===== config.mk =====
export PLATFORM = sky130hd
export DESIGN_NAME = async_fifo_wptr_full_flat
export DESIGN_NICKNAME = d
export VERILOG_FILES = /design/src/rtl/async_fifo_pkg.sv /design/src/rtl/async_fifo_wptr_full_if.sv /design/src/rtl/async_fifo_gray2bin.sv /design/src/rtl/async_fifo_wptr_full.sv /design/src/flat_wrapper.sv
export SDC_FILE = /design/constraint.sdc
export NUM_CORES = 1
export LEC_CHECK = 0
export CORE_ASPECT_RATIO = 0.8
export CORE_MARGIN = 2
export CORE_UTILIZATION = 48
export CTS_CLUSTER_DIAMETER = 60
export DETAILED_ROUTE_END_ITERATION = 6
export PLACE_DENSITY_LB_ADDON = 0.2
export SLEW_MARGIN = 20
export SYNTH_ARGS = -nofsm -noshare
export SYNTH_HDL_FRONTEND = slang
export SYNTH_SLANG_ARGS = --single-unit

===== constraint.sdc =====
create_clock -name clk -period 3.47 [get_ports clk]
set_input_delay 0.694 -clock clk [delete_from_list [all_inputs] [get_ports clk]]
set_output_delay 0.694 -clock clk [all_outputs]
set_load 0.02 [all_outputs]

===== src/rtl/async_fifo_pkg.sv =====
// Shared types and helpers for the dual-clock FIFO pointer controllers.
package async_fifo_pkg;

  // Default FIFO address width; DEPTH = 2**ADDR_WIDTH.
  localparam int unsigned AddrWidthDefault = 4;

  // Widest pointer the conversion helpers handle.
  localparam int unsigned MaxPtrWidth = 32;

  typedef logic [MaxPtrWidth-1:0] ptr_word_t;

  // Number of FIFO entries for a given address width.
  function automatic int unsigned depth_of(input int unsigned addr_width);
    return 32'd1 << addr_width;
  endfunction

  // Binary to Gray. The result is correct for any width up to MaxPtrWidth:
  // zero-extend the operand and truncate the result back to the same width.
  function automatic ptr_word_t bin2gray(input ptr_word_t bin);
    return bin ^ (bin >> 1);
  endfunction

  // Gray to binary. Bits above the true width must be zero; the low bits of the
  // result are then the binary value for that width.
  function automatic ptr_word_t gray2bin(input ptr_word_t gray);
    ptr_word_t bin;
    bin[MaxPtrWidth-1] = gray[MaxPtrWidth-1];
    for (int i = MaxPtrWidth - 2; i >= 0; i--) begin
      bin[i] = bin[i+1] ^ gray[i];
    end
    return bin;
  endfunction

endpackage


===== src/rtl/async_fifo_wptr_full_if.sv =====
// Write-domain status bus of the dual-clock FIFO.
// master: pointer/status consumer side; slave: async_fifo_wptr_full.
interface async_fifo_wptr_full_if
  import async_fifo_pkg::*;
#(
  parameter int unsigned ADDR_WIDTH = AddrWidthDefault
);

  logic                  i_winc;
  logic [ADDR_WIDTH:0]   i_wq2_rptr;
  logic                  i_clr_ovf;
  logic                  o_wen;
  logic [ADDR_WIDTH-1:0] o_waddr;
  logic [ADDR_WIDTH:0]   o_wptr;
  logic                  o_wfull;
  logic                  o_walmost_full;
  logic [ADDR_WIDTH:0]   o_wfree_cnt;
  logic                  o_overflow;

  modport master (
    output i_winc, i_wq2_rptr, i_clr_ovf,
    input  o_wen, o_waddr, o_wptr, o_wfull, o_walmost_full, o_wfree_cnt, o_overflow
  );

  modport slave (
    input  i_winc, i_wq2_rptr, i_clr_ovf,
    output o_wen, o_waddr, o_wptr, o_wfull, o_walmost_full, o_wfree_cnt, o_overflow
  );

endinterface


===== src/rtl/async_fifo_gray2bin.sv =====
// Combinational Gray-to-binary converter, shared by the read and write controllers.
module async_fifo_gray2bin
  import async_fifo_pkg::*;
#(
  parameter int unsigned WIDTH = AddrWidthDefault + 1
) (
  input  logic [WIDTH-1:0] gray_i,
  output logic [WIDTH-1:0] bin_o
);

  // Zero-extend, convert, truncate back to WIDTH.
  always_comb begin
    bin_o = WIDTH'(gray2bin(MaxPtrWidth'(gray_i)));
  end

endmodule


===== src/rtl/async_fifo_wptr_full.sv =====
// Write-domain pointer and status controller of the dual-clock FIFO.
// Produces the write address/enable and the Gray write pointer for the read-domain
// synchronizer, and derives full / almost-full / free count / overflow from the
// synchronized read pointer. Status is pessimistic because that pointer lags.
module async_fifo_wptr_full
  import async_fifo_pkg::*;
#(
  parameter int unsigned ADDR_WIDTH   = AddrWidthDefault,
  parameter int unsigned AFULL_THRESH = 2
) (
  input logic                   clk,
  input logic                   rst_n,
  async_fifo_wptr_full_if.slave bus
);

  localparam int unsigned     PtrW     = ADDR_WIDTH + 1;
  localparam int unsigned     Depth    = depth_of(ADDR_WIDTH);
  localparam logic [PtrW-1:0] DepthW   = PtrW'(Depth);
  localparam logic            AfullRst = (AFULL_THRESH >= Depth);

  logic [PtrW-1:0] wbin_q, wbin_d;
  logic [PtrW-1:0] wptr_q, wptr_d;
  logic [PtrW-1:0] free_q, free_d;
  logic            wfull_q, wfull_d;
  logic            afull_q, afull_d;
  logic            ovf_q, ovf_d;

  logic            wen;
  logic [PtrW-1:0] rbin;
  logic [PtrW-1:0] used;
  logic [PtrW-1:0] rptr_full_cmp;

  async_fifo_gray2bin #(
    .WIDTH (PtrW)
  ) u_rptr_g2b (
    .gray_i (bus.i_wq2_rptr),
    .bin_o  (rbin)
  );

  // Next pointer and status, all computed from the post-write pointer.
  always_comb begin
    wen    = bus.i_winc & ~wfull_q;
    wbin_d = wbin_q + PtrW'(wen);
    wptr_d = PtrW'(bin2gray(MaxPtrWidth'(wbin_d)));

    // Full: write pointer is exactly one lap ahead, i.e. top two Gray bits inverted.
    rptr_full_cmp = {~bus.i_wq2_rptr[PtrW-1:PtrW-2], bus.i_wq2_rptr[PtrW-3:0]};
    wfull_d       = (wptr_d == rptr_full_cmp);

    // Modulo subtraction keeps occupancy correct across pointer wrap.
    used    = wbin_d - rbin;
    free_d  = DepthW - used;
    afull_d = (32'(free_d) <= AFULL_THRESH);

    // Set has priority over clear so a same-cycle overflow is never lost.
    ovf_d = ovf_q;
    if (bus.i_clr_ovf) begin
      ovf_d = 1'b0;
    end
    if (bus.i_winc && wfull_q) begin
      ovf_d = 1'b1;
    end
  end

  // Pointer and status registers.
  always_ff @(posedge clk or negedge rst_n) begin
    if (!rst_n) begin
      wbin_q  <= '0;
      wptr_q  <= '0;
      free_q  <= DepthW;
      wfull_q <= 1'b0;
      afull_q <= AfullRst;
      ovf_q   <= 1'b0;
    end else begin
      wbin_q  <= wbin_d;
      wptr_q  <= wptr_d;
      free_q  <= free_d;
      wfull_q <= wfull_d;
      afull_q <= afull_d;
      ovf_q   <= ovf_d;
    end
  end

  // The Gray pointer leaves straight from its flop; it crosses clock domains.
  assign bus.o_wen          = wen;
  assign bus.o_waddr        = wbin_q[ADDR_WIDTH-1:0];
  assign bus.o_wptr         = wptr_q;
  assign bus.o_wfull        = wfull_q;
  assign bus.o_walmost_full = afull_q;
  assign bus.o_wfree_cnt    = free_q;
  assign bus.o_overflow     = ovf_q;

endmodule


===== src/flat_wrapper.sv =====
// flat-port wrapper written by rule: the top's interface ports become plain ports
module async_fifo_wptr_full_flat import async_fifo_pkg::*;
#(
  parameter int unsigned ADDR_WIDTH   = AddrWidthDefault,
  parameter int unsigned AFULL_THRESH = 2
)
  (clk, rst_n, bus_i_winc, bus_i_wq2_rptr, bus_i_clr_ovf, bus_o_wen, bus_o_waddr, bus_o_wptr, bus_o_wfull, bus_o_walmost_full, bus_o_wfree_cnt, bus_o_overflow);
  async_fifo_wptr_full_if #(.ADDR_WIDTH(ADDR_WIDTH)) bus_i ();
  input logic clk;
  input logic rst_n;
  input wire logic [$bits(bus_i.i_winc)-1:0] bus_i_winc;
  input wire logic [$bits(bus_i.i_wq2_rptr)-1:0] bus_i_wq2_rptr;
  input wire logic [$bits(bus_i.i_clr_ovf)-1:0] bus_i_clr_ovf;
  output wire logic [$bits(bus_i.o_wen)-1:0] bus_o_wen;
  output wire logic [$bits(bus_i.o_waddr)-1:0] bus_o_waddr;
  output wire logic [$bits(bus_i.o_wptr)-1:0] bus_o_wptr;
  output wire logic [$bits(bus_i.o_wfull)-1:0] bus_o_wfull;
  output wire logic [$bits(bus_i.o_walmost_full)-1:0] bus_o_walmost_full;
  output wire logic [$bits(bus_i.o_wfree_cnt)-1:0] bus_o_wfree_cnt;
  output wire logic [$bits(bus_i.o_overflow)-1:0] bus_o_overflow;
  assign bus_i.i_winc = bus_i_winc;
  assign bus_i.i_wq2_rptr = bus_i_wq2_rptr;
  assign bus_i.i_clr_ovf = bus_i_clr_ovf;
  assign bus_o_wen = bus_i.o_wen;
  assign bus_o_waddr = bus_i.o_waddr;
  assign bus_o_wptr = bus_i.o_wptr;
  assign bus_o_wfull = bus_i.o_wfull;
  assign bus_o_walmost_full = bus_i.o_walmost_full;
  assign bus_o_wfree_cnt = bus_i.o_wfree_cnt;
  assign bus_o_overflow = bus_i.o_overflow;
  async_fifo_wptr_full #(.ADDR_WIDTH(ADDR_WIDTH), .AFULL_THRESH(AFULL_THRESH)) u_core (.clk(clk), .rst_n(rst_n), .bus(bus_i));
endmodule

### Word level (Yosys, flattened, before mapping)

Index checks and enable logic that the tools add are counted.
Widths: inputs -> output; s select.

| word-level totals | value |
|---|---|
| bits in registers | 18 |
| input port bits | 9 |
| output and inout port bits | 18 |

| cells by class | value |
|---|---|
| $add $sub $neg | 3 |
| magnitude comparators | 1 |
| equality and inequality tests | 1 |
| multiplexer cells | 2 |
| bitwise operators | 8 |
| reduce and logical (&&, ||, !) cells | 2 |

Operators by type and width:

| operator | number |
|---|---|
| $add 5x1->5 | 1 |
| $eq 5x5->1 | 1 |
| $le 5x2->1 const B | 1 |
| $sub 5x5->5 | 1 |
| $sub 5x5->5 const A | 1 |
| $xor 5x4->5 | 1 |
| $xor 1x1->1 | 4 |
| $mux 1 | 2 |
| $not 2->2 | 1 |
| $reduce_bool 2->1 | 1 |
| $and 1x1->1 | 1 |
| $logic_and 1x1->1 | 1 |
| $not 1->1 | 1 |

### Depth between registers and ports, before layout

| depth | value |
|---|---|
| depth in word-level cells | 7 |
| mapped depth | 12 |

### By module

A second synthesis with hierarchy kept.

| second synthesis, totals | value |
|---|---|
| cells, all modules | 79 |
| area total of the unflattened synthesis | 1033.5 um^2 |

Modules (own cells, without submodules):

| module | instances | cells an instance | area an instance (um^2) | seq. area each (um^2) |
|---|---|---|---|---|
| async_fifo_wptr_full | 1 | 73 | 960.9 | 426.7 |
| async_fifo_gray2bin | 1 | 6 | 72.6 | 0.0 |

### Least setup slack after synthesis

No wires, ideal clock.

| timing path | value |
|---|---|
| path kind | input to register |
| start | input bus_i_winc |
| end | register u_core.afull_q (netlist: u_core.bus.o_walmost_full) |
| library setup time | 0.111 ns |
| data arrival time | 3.168 ns |
| data required time | 3.359 ns |
| slack | 0.190 ns |
| cell stages on the path | 12 |
| buffers on the path | 1 |
| cells stage by stage | nor2b_1 ha_1 ha_1 buf_6 xor2_4 xnor2_1 inv_1 ha_1 a21o_1 a21oi_1 xnor2_1 a2111oi_2 |

| on the way | value |
|---|---|
| longest elaborated chain between the ends | 5 |

RTL lines:

| element | RTL line | source |
|---|---|---|
| start, declared | flat_wrapper.sv:11 | `input wire logic [$bits(bus_i.i_winc)-1:0] bus_i_winc;` |
| $and 1x1->1 | async_fifo_wptr_full.sv:42 | `wen = bus.i_winc & ~wfull_q;` |
| $add 5x1->5 | async_fifo_wptr_full.sv:43 | `wbin_d = wbin_q + PtrW'(wen);` |
| named net u_core.wbin_d[2] | async_fifo_wptr_full.sv:21 | `logic [PtrW-1:0] wbin_q, wbin_d;` |
| $sub 5x5->5 | async_fifo_wptr_full.sv:51 | `used = wbin_d - rbin;` |
| $sub 5x5->5 | async_fifo_wptr_full.sv:52 | `free_d = DepthW - used;` |
| named net u_core.free_d[4] | async_fifo_wptr_full.sv:23 | `logic [PtrW-1:0] free_q, free_d;` |
| $le 5x2->1 | async_fifo_wptr_full.sv:53 | `afull_d = (32'(free_d) <= AFULL_THRESH);` |
| named net u_core.afull_d | async_fifo_wptr_full.sv:25 | `logic afull_q, afull_d;` |
| end signal, assigned | async_fifo_wptr_full.sv:72 | `afull_q <= AfullRst;` |
| end signal, assigned | async_fifo_wptr_full.sv:79 | `afull_q <= afull_d;` |
| end, declared | async_fifo_wptr_full.sv:25 |  |

The timed path passes the listed nets, and every way through them passes these cells.
A chain may end at the register's enable or synchronous reset.

### Worst setup path after layout

| timing path | value |
|---|---|
| start | input bus_i_wq2_rptr[4] |
| end | register u_core.afull_q (netlist: u_core.bus.o_walmost_full) |

| on the way | value |
|---|---|
| longest elaborated chain between the ends | 7 |

RTL lines:

| element | RTL line | source |
|---|---|---|
| start, declared | flat_wrapper.sv:12 | `input wire logic [$bits(bus_i.i_wq2_rptr)-1:0] bus_i_wq2_rptr;` |
| $xor 1x1->1 (*) | async_fifo_pkg.sv:29 | `bin[i] = bin[i+1] ^ gray[i];` |
| $xor 1x1->1 (3 in a row) | async_fifo_pkg.sv:29 |  |
| $sub 5x5->5 (*) | async_fifo_wptr_full.sv:51 |  |
| $sub 5x5->5 (*) | async_fifo_wptr_full.sv:52 |  |
| named net u_core.free_d[3] | async_fifo_wptr_full.sv:23 |  |
| $le 5x2->1 (*) | async_fifo_wptr_full.sv:53 |  |
| named net u_core.afull_d | async_fifo_wptr_full.sv:25 |  |

The timed path passes the listed nets; every way through them passes the cells marked *.

==> results by group <==
Drt
  – Detailed-router iteration count before antenna repair: 4
  – Post-detailed-routing wire length: roughly 2.0 mm
  – Antenna Violating Nets Remaining: 0
  – Initial DRC count: 10
  – DR vias: 828
  – Drt via density: around 5
  – Number of remaining DRC errors: 0
  – DR WL/cell: ~13 um

Layout
  – Antenna diodes: 0
  – Fraction of layout instances using a drive strength above 1: a little over an eighth
  – Number of nets in the layout: around 160
  – Leading cell types in the layout, fill and taps excluded: clkdlybuf4s50_1 (26), dfrtp_1 (16), xnor2_1 (11)
  – Commonest non-fill, non-tap cell in the layout: clkdlybuf4s50_1
  – Layout Area Growth over Synthesis: 30.5%

Synth
  – Syn Inst Count: 105
  – Synthesized Nets: between 100 and 150
  – Synthesized area: between 1000 and 1500 um2
  – Number of enable-type register cells in the synthesized netlist: 0
  – Largest area contributor in the netlist: dfrtp_1
  – Register area share after synthesis: 38.8%
  – Synth top area share: between 30 and 40%
  – Top post-synthesis cells by area: dfrtp_1 (36%), ha_1 (9.1%), xnor2_1 (8.8%), xor2_1 (5.6%), inv_1 (3.4%)
  – Avg Synthesized Cell Area: ~10 um2
  – Number of distinct library cells after synthesis: 37
  – Share of async-settable or async-resettable flops after synthesis: 100%
  – Count of yosys warnings during synthesis: 0
  – Top FF cell, synth: dfrtp_1
  – Synthesized flop and latch total: 17

Min path
  – Class of the tightest hold or removal check: flip-flop to flip-flop

STA
  – Max transition margin: between 40% and 50%
  – Highest Clock Rate: 316 MHz
  – Total negative slack for setup checks: 0 ns
  – Max Transition Viols Final: 0
  – Transition time at the pin with the least slew margin: 0.754 ns
  – Setup repair after global routing missed its margin: false
  – Skew final: roughly 0.0068 ns
  – Tmin final: around 3.2 ns
  – Number of setup violations in the final report: 0
  – Final worst path period share: around nine tenths
  – Final Hold Viols: 0
  – Worst hold slack: between 0.5 and 0.6 ns

Critical path
  – Cell occurring most often along the worst timing path: xnor2_1
  – Arrival @ worst endpoint: roughly 3.4 ns
  – R2R Setup Slk: approximately 0.8 ns
  – Longest individual stage delay on the worst path: between 0.5 and 0.6 ns
  – Category of the worst setup path launch point: input port
  – Worst setup path class: input port to flip-flop
  – Cell at the slowest stage of the critical path: clkdlybuf4s50_1
  – Required arrival time at the worst endpoint: 3.65 ns
  – Worst-path cell chain: clkdlybuf4s50_1, xor2_1, xnor2_1, xnor2_1, xnor2_1, ha_1, inv_1, ha_1, inv_1, fa_1, xnor2_1, a2111oi_2
  – Largest driver fanout on the critical path: 2
  – Crit end category: flip-flop

Clocking
  – Hold-fix buffers, CTS: 0
  – Clock buffer count from CTS: 3
  – Sink Count: 17
  – Buffers inserted by post-CTS timing repair: 0
  – CTS Root Buffer Type: clkbuf_4
  – CTS max path bufs: 2
  – Clock tree from TritonCTS: built
  – Clock transition at the registers of the reported paths: approximately 0.10 ns
  – Post-CTS sizing: 0
  – Clock latency of the later-clocked register in the worst-skew pair: a little under 0.3 ns
  – Level count of the clock H-tree: 1

Floorplanning
  – # IOs: 27
  – Horizontal extent of the die: between 50 and 60 um
  – Die H: about 47 um
  – Number of rows in the core area: 15
  – Die footprint: around 2700 um2
  – Area of the placeable core: 2160 um2
  – Initial core utilization: between 50% and 60%

Place
  – Port-buffer cells: 26
  – Final weighted congestion of routability-driven global placement: 0.751
  – HPWL after detailed placement: approximately 1.6 mm

Global routing
  – Maximum number of pins on one net before global-route repair: 18
  – Total gr overflow: 0
  – Via count of the first global-routing pass: 777
  – First-pass GRT wire length: approximately 3.4 mm
  – Global routing usage summed across all routing layers: between 10% and 20%
  – Initial antenna violation count: 0

Outcome
  – Run status: finished, final reports clean

Power
  – Power density normalized to cell area: 1100 nW/um2
  – Static power due to leakage: between 0.6 and 0.7 nW
  – Peak supply drop: 0.897 mV

Job
  – Maximum capacitance violations: 0
where the power goes:
part	internal (W)	switching (W)	leakage, nW
Combinational	0.000522	0.000539	0.403
Sequential	0.000309	0.000104	0.204
Clock	0.0000429	0.0000633	0.0177
worst max-delay path, delay by kind of cell:
family,cells,cell delay [ns]
xor+xnor,5,0.95
fa+ha+maj,3,0.73
buf+inv,3,0.66
compound gates,1,0.30
through the flow:
stage	worst slack (ns)	total power (W)	cell area, um2	std cells	utilization (%)
floorplan	0.190	0.00114	1100	105	-
global placement	0.0887	0.00147	1410	158	65.2
detailed placement	0.00121	0.00148	1410	158	65.2
CTS	0.307	0.00160	1440	162	66.5
global route	0.0691	0.00173	1440	162	66.5
finish	0.304	0.00158	1440	162	66.5
synthesized netlist by cell type, types with 2 or more instances:
cell type  number
dfrtp_1        16
buf_2           2
a211oi_1        2
nor2_1          5
o21ai_0         4
nor2b_1         2
ha_1            8
inv_1          10
buf_6           2
nand2_1         5
nand2b_1        2
a21oi_1         4
xor2_1          7
xnor2_1        11
a31oi_1         3
routing by layer:
metal	GRT usage (%)	part of all wire (%)
met5	0	0
met4	4.19	0.74
met3	6.61	6.7
met2	28.9	45
met1	22.2	48
registers in the layout, indices dropped and copies added (netlist names):
register	cells
u_core.bus.o_wfree_cnt	5
u_core.wbin_q	5
u_core.bus.o_wptr	4
u_core.bus.o_overflow	1
u_core.bus.o_walmost_full	1
u_core.bus.o_wfull	1
worst paths after layout:
check,startpoint,endpoint,cells after the start
hold reg to reg,u_core.bus.o_wfull,u_core.bus.o_overflow,2
hold / removal,u_core.bus.o_wfull,u_core.bus.o_overflow,2
setup reg to reg,u_core.bus.o_wfull,u_core.bus.o_walmost_full,11
max in group asynchronous,rst_n,u_core.wbin_q[4],1
setup / recovery,bus_i_wq2_rptr[4],u_core.bus.o_walmost_full,12
min in group asynchronous,rst_n,u_core.bus.o_wptr[0],1
cells by family (layout without fill, tap and decap cells):
family	Yosys count	after routing	synth area share (%)
buffers and inverters	15	47	6.71
flip-flops	17	17	38.8
adder cells (fa/ha/maj)	9	9	10.9
AND/OR/NAND/NOR	24	24	12.5
XOR/XNOR	20	20	18.3
AO/OA/AOI/OAI	20	20	12.7
area by class of cell:
cell class / count / area [um2]
inverter: 10 / 37.5
clock inverter: 1 / 5.00
timing repair buffer: 33 / 313
sequential: 17 / 427
clock buffer: 3 / 22.5
fill: 168 / 723
multi-input combinational: 73 / 599
tap: 25 / 31.3
(Power assumes the default switching activity.)
